==> config.mk <==
export PLATFORM = sky130hd
export DESIGN_NAME = tiny_eth_tx_sched
export DESIGN_NICKNAME = d
export VERILOG_FILES = /design/src/rtl/tiny_eth_pkg.sv /design/src/rtl/tiny_eth_crc32_nib.sv /design/src/rtl/tiny_eth_tx_sched.sv
export SDC_FILE = /design/constraint.sdc
export NUM_CORES = 1
export LEC_CHECK = 0
export ABC_AREA = 1
export CAP_MARGIN = 20
export CORE_UTILIZATION = 50
export DETAILED_ROUTE_END_ITERATION = 7
export GPL_TIMING_DRIVEN = 0
export HOLD_SLACK_MARGIN = 0.08
export PLACE_DENSITY = 0.79
export REMOVE_ABC_BUFFERS = 1
export SYNTH_ARGS = -nofsm -noshare
export SYNTH_HDL_FRONTEND = slang
export SYNTH_SLANG_ARGS = --single-unit
export TNS_END_PERCENT = 20
==> constraint.sdc <==
create_clock -name tx_clk -period 2.37 [get_ports tx_clk]
set_clock_uncertainty 0.15 [all_clocks]
set_input_delay 0.474 -clock tx_clk [delete_from_list [all_inputs] [get_ports tx_clk]]
set_output_delay 0.474 -clock tx_clk [all_outputs]
set_load 0.02 [all_outputs]
==> src/rtl/tiny_eth_pkg.sv <==
// Shared types and constants for the tiny_eth transmit path.
// CRC constants are consumed only when TINY_ETH_TX_FCS_EN is defined.
package tiny_eth_pkg;

  typedef enum logic [2:0] {
    ST_IDLE,
    ST_PRE,
    ST_SFD,
    ST_DATA,
    ST_FCS,
    ST_DROP,
    ST_IFG
  } tx_state_e;

  localparam logic [3:0]  PREAMBLE_NIBBLE     = 4'h5;
  localparam logic [3:0]  SFD_NIBBLE          = 4'hD;
  localparam logic [31:0] CRC32_POLY          = 32'h04C1_1DB7;
  localparam logic [31:0] CRC32_INIT          = 32'hFFFF_FFFF;
  // Magic remainder in MSB-first form; the reflected register holds its bit reverse.
  localparam logic [31:0] CRC32_RESIDUE       = 32'hC704_DD7B;
  localparam int          DEFAULT_IFG_NIBBLES = 24;
  localparam int          DEFAULT_PRE_NIBBLES = 15;
  localparam int          FCS_NIBBLES         = 8;

  function automatic logic [31:0] reflect32(input logic [31:0] v);
    logic [31:0] r;
    for (int i = 0; i < 32; i++) r[i] = v[31-i];
    return r;
  endfunction

  // One nibble of the reflected CRC-32, consumed LSB first like the wire order.
  function automatic logic [31:0] crc32_nib_step(input logic [31:0] crc,
                                                 input logic [3:0]  nib);
    logic [31:0] c;
    c = crc;
    for (int i = 0; i < 4; i++) begin
      if (c[0] ^ nib[i]) c = (c >> 1) ^ reflect32(CRC32_POLY);
      else               c = c >> 1;
    end
    return c;
  endfunction

endpackage

==> src/rtl/tiny_eth_crc32_nib.sv <==
// Nibble-serial Ethernet CRC-32 generator with synchronous clear.
// Present only when TINY_ETH_TX_FCS_EN is defined.
`ifdef TINY_ETH_TX_FCS_EN
module tiny_eth_crc32_nib
  import tiny_eth_pkg::*;
(
  input  logic        clk,
  input  logic        rst_n,
  input  logic        clear,
  input  logic        en,
  input  logic [3:0]  nib,
  output logic [31:0] fcs
);

  logic [31:0] crc;

  // NOTE: sequential state uses non-blocking assignments so every flop samples pre-edge values.
  always_ff @(posedge clk or negedge rst_n) begin
    if (!rst_n)     crc <= CRC32_INIT;
    else if (clear) crc <= CRC32_INIT;
    else if (en)    crc <= crc32_nib_step(crc, nib);
  end

  assign fcs = ~crc;

endmodule
`endif

==> src/rtl/tiny_eth_tx_sched.sv <==
// Round-robin MII transmit scheduler: preamble/SFD, nibble serialisation, IFG.
// Define TINY_ETH_TX_FCS_EN to append a generated CRC-32 FCS to each frame.
module tiny_eth_tx_sched
  import tiny_eth_pkg::*;
#(
  parameter  int NUM_REQ     = 2,
  parameter  int IFG_NIBBLES = DEFAULT_IFG_NIBBLES,
  parameter  int PRE_NIBBLES = DEFAULT_PRE_NIBBLES,
  localparam int GID_W       = (NUM_REQ > 1) ? $clog2(NUM_REQ) : 1
) (
  input  logic                 tx_clk,
  input  logic                 rst,
  input  logic [NUM_REQ-1:0]   req_valid,
  input  logic [NUM_REQ*8-1:0] req_data,
  input  logic [NUM_REQ-1:0]   req_last,
  output logic [NUM_REQ-1:0]   req_ready,
  output logic [3:0]           tx_data,
  output logic                 tx_en,
  output logic [GID_W-1:0]     grant_id,
  output logic                 busy,
  output logic                 frame_done,
  output logic                 underrun
);

  localparam int CNT_MAX0 = (IFG_NIBBLES > PRE_NIBBLES) ? IFG_NIBBLES : PRE_NIBBLES;
  localparam int CNT_MAX  = (CNT_MAX0 > FCS_NIBBLES) ? CNT_MAX0 : FCS_NIBBLES;
  localparam int CNT_W    = $clog2(CNT_MAX + 1);

  tx_state_e        state;
  logic [CNT_W-1:0] cnt;
  logic [3:0]       hold_nib;
  logic             last_hold;
  logic             phase_hi;

  logic             sel_valid;
  logic             sel_last;
  logic [7:0]       sel_data;
  logic             ready_sel;
  logic             any_valid;
  logic [GID_W-1:0] next_gid;

  assign sel_valid = req_valid[grant_id];
  assign sel_last  = req_last[grant_id];
  assign sel_data  = req_data[8*grant_id +: 8];

  // Lowest rotated offset from the last grant wins; the loop runs high to low so it overrides.
  always_comb begin
    int idx;
    // NOTE: every combinational output gets a default first so no path can infer a latch.
    any_valid = 1'b0;
    next_gid  = grant_id;
    idx       = 0;
    for (int k = NUM_REQ; k >= 1; k--) begin
      idx = int'(grant_id) + k;
      if (idx >= NUM_REQ) idx = idx - NUM_REQ;
      if (req_valid[idx]) begin
        any_valid = 1'b1;
        next_gid  = GID_W'(idx);
      end
    end
  end

  always_comb begin
    ready_sel = 1'b0;
    case (state)
      ST_SFD:  ready_sel = 1'b1;
      ST_DATA: ready_sel = phase_hi & ~last_hold;
      ST_DROP: ready_sel = 1'b1;
      default: ready_sel = 1'b0;
    endcase
    req_ready           = '0;
    req_ready[grant_id] = ready_sel;
  end

`ifdef TINY_ETH_TX_FCS_EN
  logic        crc_clear;
  logic        crc_en;
  logic [3:0]  crc_nib;
  logic [31:0] fcs_word;

  // The CRC advances exactly when a payload nibble is loaded into tx_data.
  always_comb begin
    crc_clear = (state == ST_IDLE);
    crc_en    = 1'b0;
    crc_nib   = sel_data[3:0];
    if (ready_sel && sel_valid && state != ST_DROP) begin
      crc_en = 1'b1;
    end else if (state == ST_DATA && !phase_hi) begin
      crc_en  = 1'b1;
      crc_nib = hold_nib;
    end
  end

  tiny_eth_crc32_nib u_crc (
    .clk   (tx_clk),
    .rst_n (rst),
    .clear (crc_clear),
    .en    (crc_en),
    .nib   (crc_nib),
    .fcs   (fcs_word)
  );
`endif

  always_ff @(posedge tx_clk or negedge rst) begin
    if (!rst) begin
      state      <= ST_IDLE;
      cnt        <= '0;
      hold_nib   <= '0;
      last_hold  <= 1'b0;
      phase_hi   <= 1'b0;
      tx_data    <= '0;
      tx_en      <= 1'b0;
      grant_id   <= GID_W'(NUM_REQ - 1);
      busy       <= 1'b0;
      frame_done <= 1'b0;
      underrun   <= 1'b0;
    end else begin
      frame_done <= 1'b0;
      underrun   <= 1'b0;
      case (state)
        ST_IDLE: begin
          if (any_valid) begin
            grant_id <= next_gid;
            busy     <= 1'b1;
            tx_en    <= 1'b1;
            tx_data  <= PREAMBLE_NIBBLE;
            cnt      <= CNT_W'(1);
            state    <= ST_PRE;
          end
        end

        ST_PRE: begin
          if (cnt == CNT_W'(PRE_NIBBLES)) begin
            tx_data <= SFD_NIBBLE;
            state   <= ST_SFD;
          end else begin
            cnt <= cnt + 1'b1;
          end
        end

        ST_SFD, ST_DATA: begin
          if (state == ST_DATA && !phase_hi) begin
            tx_data  <= hold_nib;
            phase_hi <= 1'b1;
          end else if (state == ST_DATA && last_hold) begin
`ifdef TINY_ETH_TX_FCS_EN
            tx_data <= fcs_word[3:0];
            cnt     <= CNT_W'(1);
            state   <= ST_FCS;
`else
            tx_en      <= 1'b0;
            tx_data    <= '0;
            frame_done <= 1'b1;
            cnt        <= CNT_W'(1);
            state      <= ST_IFG;
`endif
          end else if (sel_valid) begin
            tx_data   <= sel_data[3:0];
            hold_nib  <= sel_data[7:4];
            last_hold <= sel_last;
            phase_hi  <= 1'b0;
            state     <= ST_DATA;
          end else begin
            // Requester starved the wire mid-frame: abort and flush the rest of its frame.
            tx_en    <= 1'b0;
            tx_data  <= '0;
            underrun <= 1'b1;
            state    <= ST_DROP;
          end
        end

`ifdef TINY_ETH_TX_FCS_EN
        ST_FCS: begin
          if (cnt == CNT_W'(FCS_NIBBLES)) begin
            tx_en      <= 1'b0;
            tx_data    <= '0;
            frame_done <= 1'b1;
            cnt        <= CNT_W'(1);
            state      <= ST_IFG;
          end else begin
            tx_data <= fcs_word[{cnt[2:0], 2'b00} +: 4];
            cnt     <= cnt + 1'b1;
          end
        end
`endif

        ST_DROP: begin
          if (sel_valid && sel_last) begin
            cnt   <= CNT_W'(1);
            state <= ST_IFG;
          end
        end

        ST_IFG: begin
          if (cnt == CNT_W'(IFG_NIBBLES)) begin
            busy  <= 1'b0;
            state <= ST_IDLE;
          end else begin
            cnt <= cnt + 1'b1;
          end
        end

        default: state <= ST_IDLE;
      endcase
    end
  end

endmodule

==> summary.txt <==
Status
  • Status: complete, but fails checks
  • Failing checks: design-rule violations

Placed design
  • Number of buffers added on ports: 32
  • Placement Cell Area: 1850 µm²
  • Detailed Place HPWL: 2.42 mm
  • GPL Wtd Cong: 0.871

Floorplan
  • Die height: 57.1 µm
  • Die area: between 3000 and 4000 µm²
  • Initial core utilization: 0.537
  • Core area: 2830 µm²
  • Core Rows: 19
  • I/O pins: 33
  • Die width: 57.1 µm

Detailed routing
  • Routed length per instance: 11.7 µm
  • Routed wire length: 3.27 mm
  • Initial DRT Pass Iterations: 6
  • Vias per cell: 5.12
  • DRT antenna net count: 0
  • Via count: 1429
  • DRC viols: 10
  • DR iter-0 viols: 56

Global routing
  • GRT Total Usage: 0.240
  • Largest net degree at the start of global routing: 24
  • Initial antenna violation count: 0
  • First-pass GRT wire length: 6.04 mm
  • Vias in the first global route: around 1400
  • Remaining Overflow, GRT: 0

Worst setup path
  • Crit path kind: reg -> out
  • Worst-path cell chain: clkdlybuf4s50_1
  • Crit path capture type: primary output
  • Crit path DAT: 1660 ps
  • Buf/Inv on CP: 1
  • CP max stage delay: 720 ps
  • Required time worst endpoint: around 1800 ps
  • CP Launch Type: flip-flop
  • Cell family with most CP delay: flip-flops
  • CP max stage cell: dfstp_4
  • Worst-path fanout max: 14

STA
  • Post-layout minimum cycle time: 2280 ps
  • Setup tns final: 0 ps
  • RSZ-0062 raised after global routing: false
  • Endpoints failing setup: 0
  • Final Hold Viols: 0
  • Fin crit share: 0.962
  • Slew headroom: 0.682
  • Max Clk Rate: 439 MHz
  • Tightest Pin Transition: 476 ps
  • Slew Limit Fails: 0

Synth
  • Yosys reg bits: 23
  • Syn avg cell area: 7.14 µm²
  • Most instantiated cells after synthesis: nand2_1, nor2_1, dfrtp_1, inv_1, nand3_1
  • Top cells by area, synth: dfrtp_1, nand2_1, nand3_1
  • Post-synth top area share: 0.362
  • Post-synth EDFFs: 0
  • Mapped Cells: 213
  • Ys Warns: 0
  • Most area-hungry cell type in the Yosys netlist: dfrtp_1
  • Predominant post-synthesis flop cell: dfrtp_1
  • Most frequent cell after synthesis: nand2_1
  • Synth cell types: 29
  • Post-Syn Area: 1520 µm²
  • Sequential share of the synthesized area: 0.379
  • Async S/R FF share, synth: 1.00

Cells and area
  • Area added between synthesis and finish: 26.3%
  • N_diodes: 0
  • Cell area after layout: 1920 µm²
  • Layout cells sized above 1: 0.149
  • Utilization after layout: 0.678
  • Final #Nets: 274
  • # fillers: roughly 260

CTS
  • Clk buf depth: 2
  • Clk slew on worst S/H paths: 130 ps
  • Clock Sinks: 23
  • Root Driver: clkbuf_4
  • Clock Latency Late Sink: 320 ps
  • CTS tree: built
  • # hold bufs at CTS: 0
  • H-tree Lvls: 1
  • Clock buffer count from CTS: 3

Min path
  • Hold crit path type: in -> async

Flow run
  • Max-cap violation count: 0

Pwr
  • Max VDD drop: roughly 900 µV
  • Leak: around 0.96 nW
  • Power Dens Cells: 1160 nW/µm²
==> area by class of cell <==
type / instances / area, µm² / share of cell area
multi-input cells: 162 / 827 / 0.431
flip-flops and latches: 23 / 583 / 0.304
repair buffers: 35 / 353 / 0.184
inverters: 24 / 90.1 / 0.0469
well taps: 31 / 38.8 / 0.0202
clock buffers: 3 / 22.5 / 0.0117
clock inverters: 1 / 5.00 / 0.00261
==> per-stage QoR <==
stage	hold WS (ps)	setup WS, ps	std cells	power (mW)
after floorplan	28.4	418	209	1.62
after global placement	317	-127	272	2.00
after detailed placement	320	-160	272	2.01
after CTS	351	22.7	278	2.23
after global routing	333	34.0	279	2.44
final	306	90.5	279	2.23
==> sequential cells by signal, indices dropped and copies added, names as in the netlist <==
register,cells
busy,1
cnt,5
frame_done,1
grant_id,1
hold_nib,4
last_hold,1
phase_hi,1
state,3
tx_data,4
tx_en,1
underrun,1
==> worst paths after layout <==
kind	from	to	slack, ps	cells past startpoint
max	grant_id	grant_id	90	1
min	rst	tx_data[0]	310	1
max reg2reg	grant_id	cnt[4]	500	8
min reg2reg	tx_en	tx_en	350	2
max in group asynchronous	rst	grant_id	1210	2
min in group tx_clk	tx_en	tx_en	350	2
==> kinds of logic after synthesis <==
family,Yosys count,share of synthesized area
compound gates,13,0.0609
xor+xnor,1,0.00576
fa+ha+maj,3,0.0247
buf+inv,28,0.0798
flops,23,0.379
simple gates,145,0.449
==> metal layers <==
metal	wire length, µm	vias to the layer above	GRT usage
met5	0	-	0
li1	-	731	-
met4	40	0	0.0871
met1	1550	656	0.311
met2	1490	37	0.393
met3	184	5	0.0544
==> power by group <==
part	switching (mW)	internal, mW
clock network	0.120	0.0633
logic	0.815	0.507
registers	0.167	0.558
total	1.10	1.13
==> cell usage in the layout (no fill, tap or decap), drive strengths merged <==
cell / n
a21boi: 1
a21oi: 3
buf: 3
clkbuf: 5
clkdlybuf4s50: 30
clkinv: 1
dfrtp: 22
dfstp: 1
ha: 3
inv: 24
nand2: 86
nand3: 24
nand3b: 1
nand4: 1
nor2: 32
nor3: 1
o21ai: 5
o31ai: 4
xor2: 1
==> repair_timing <==
action | 4_1_cts | 5_1_grt
pin swaps | 0 | 0
setup endpoints to repair | 2 | 3
gates resized for setup | 5 | 5
endpoints found under the hold margin | 0 | 0
setup buffers | 2 | 0
Note: power is estimated with default switching activity, not from simulation.
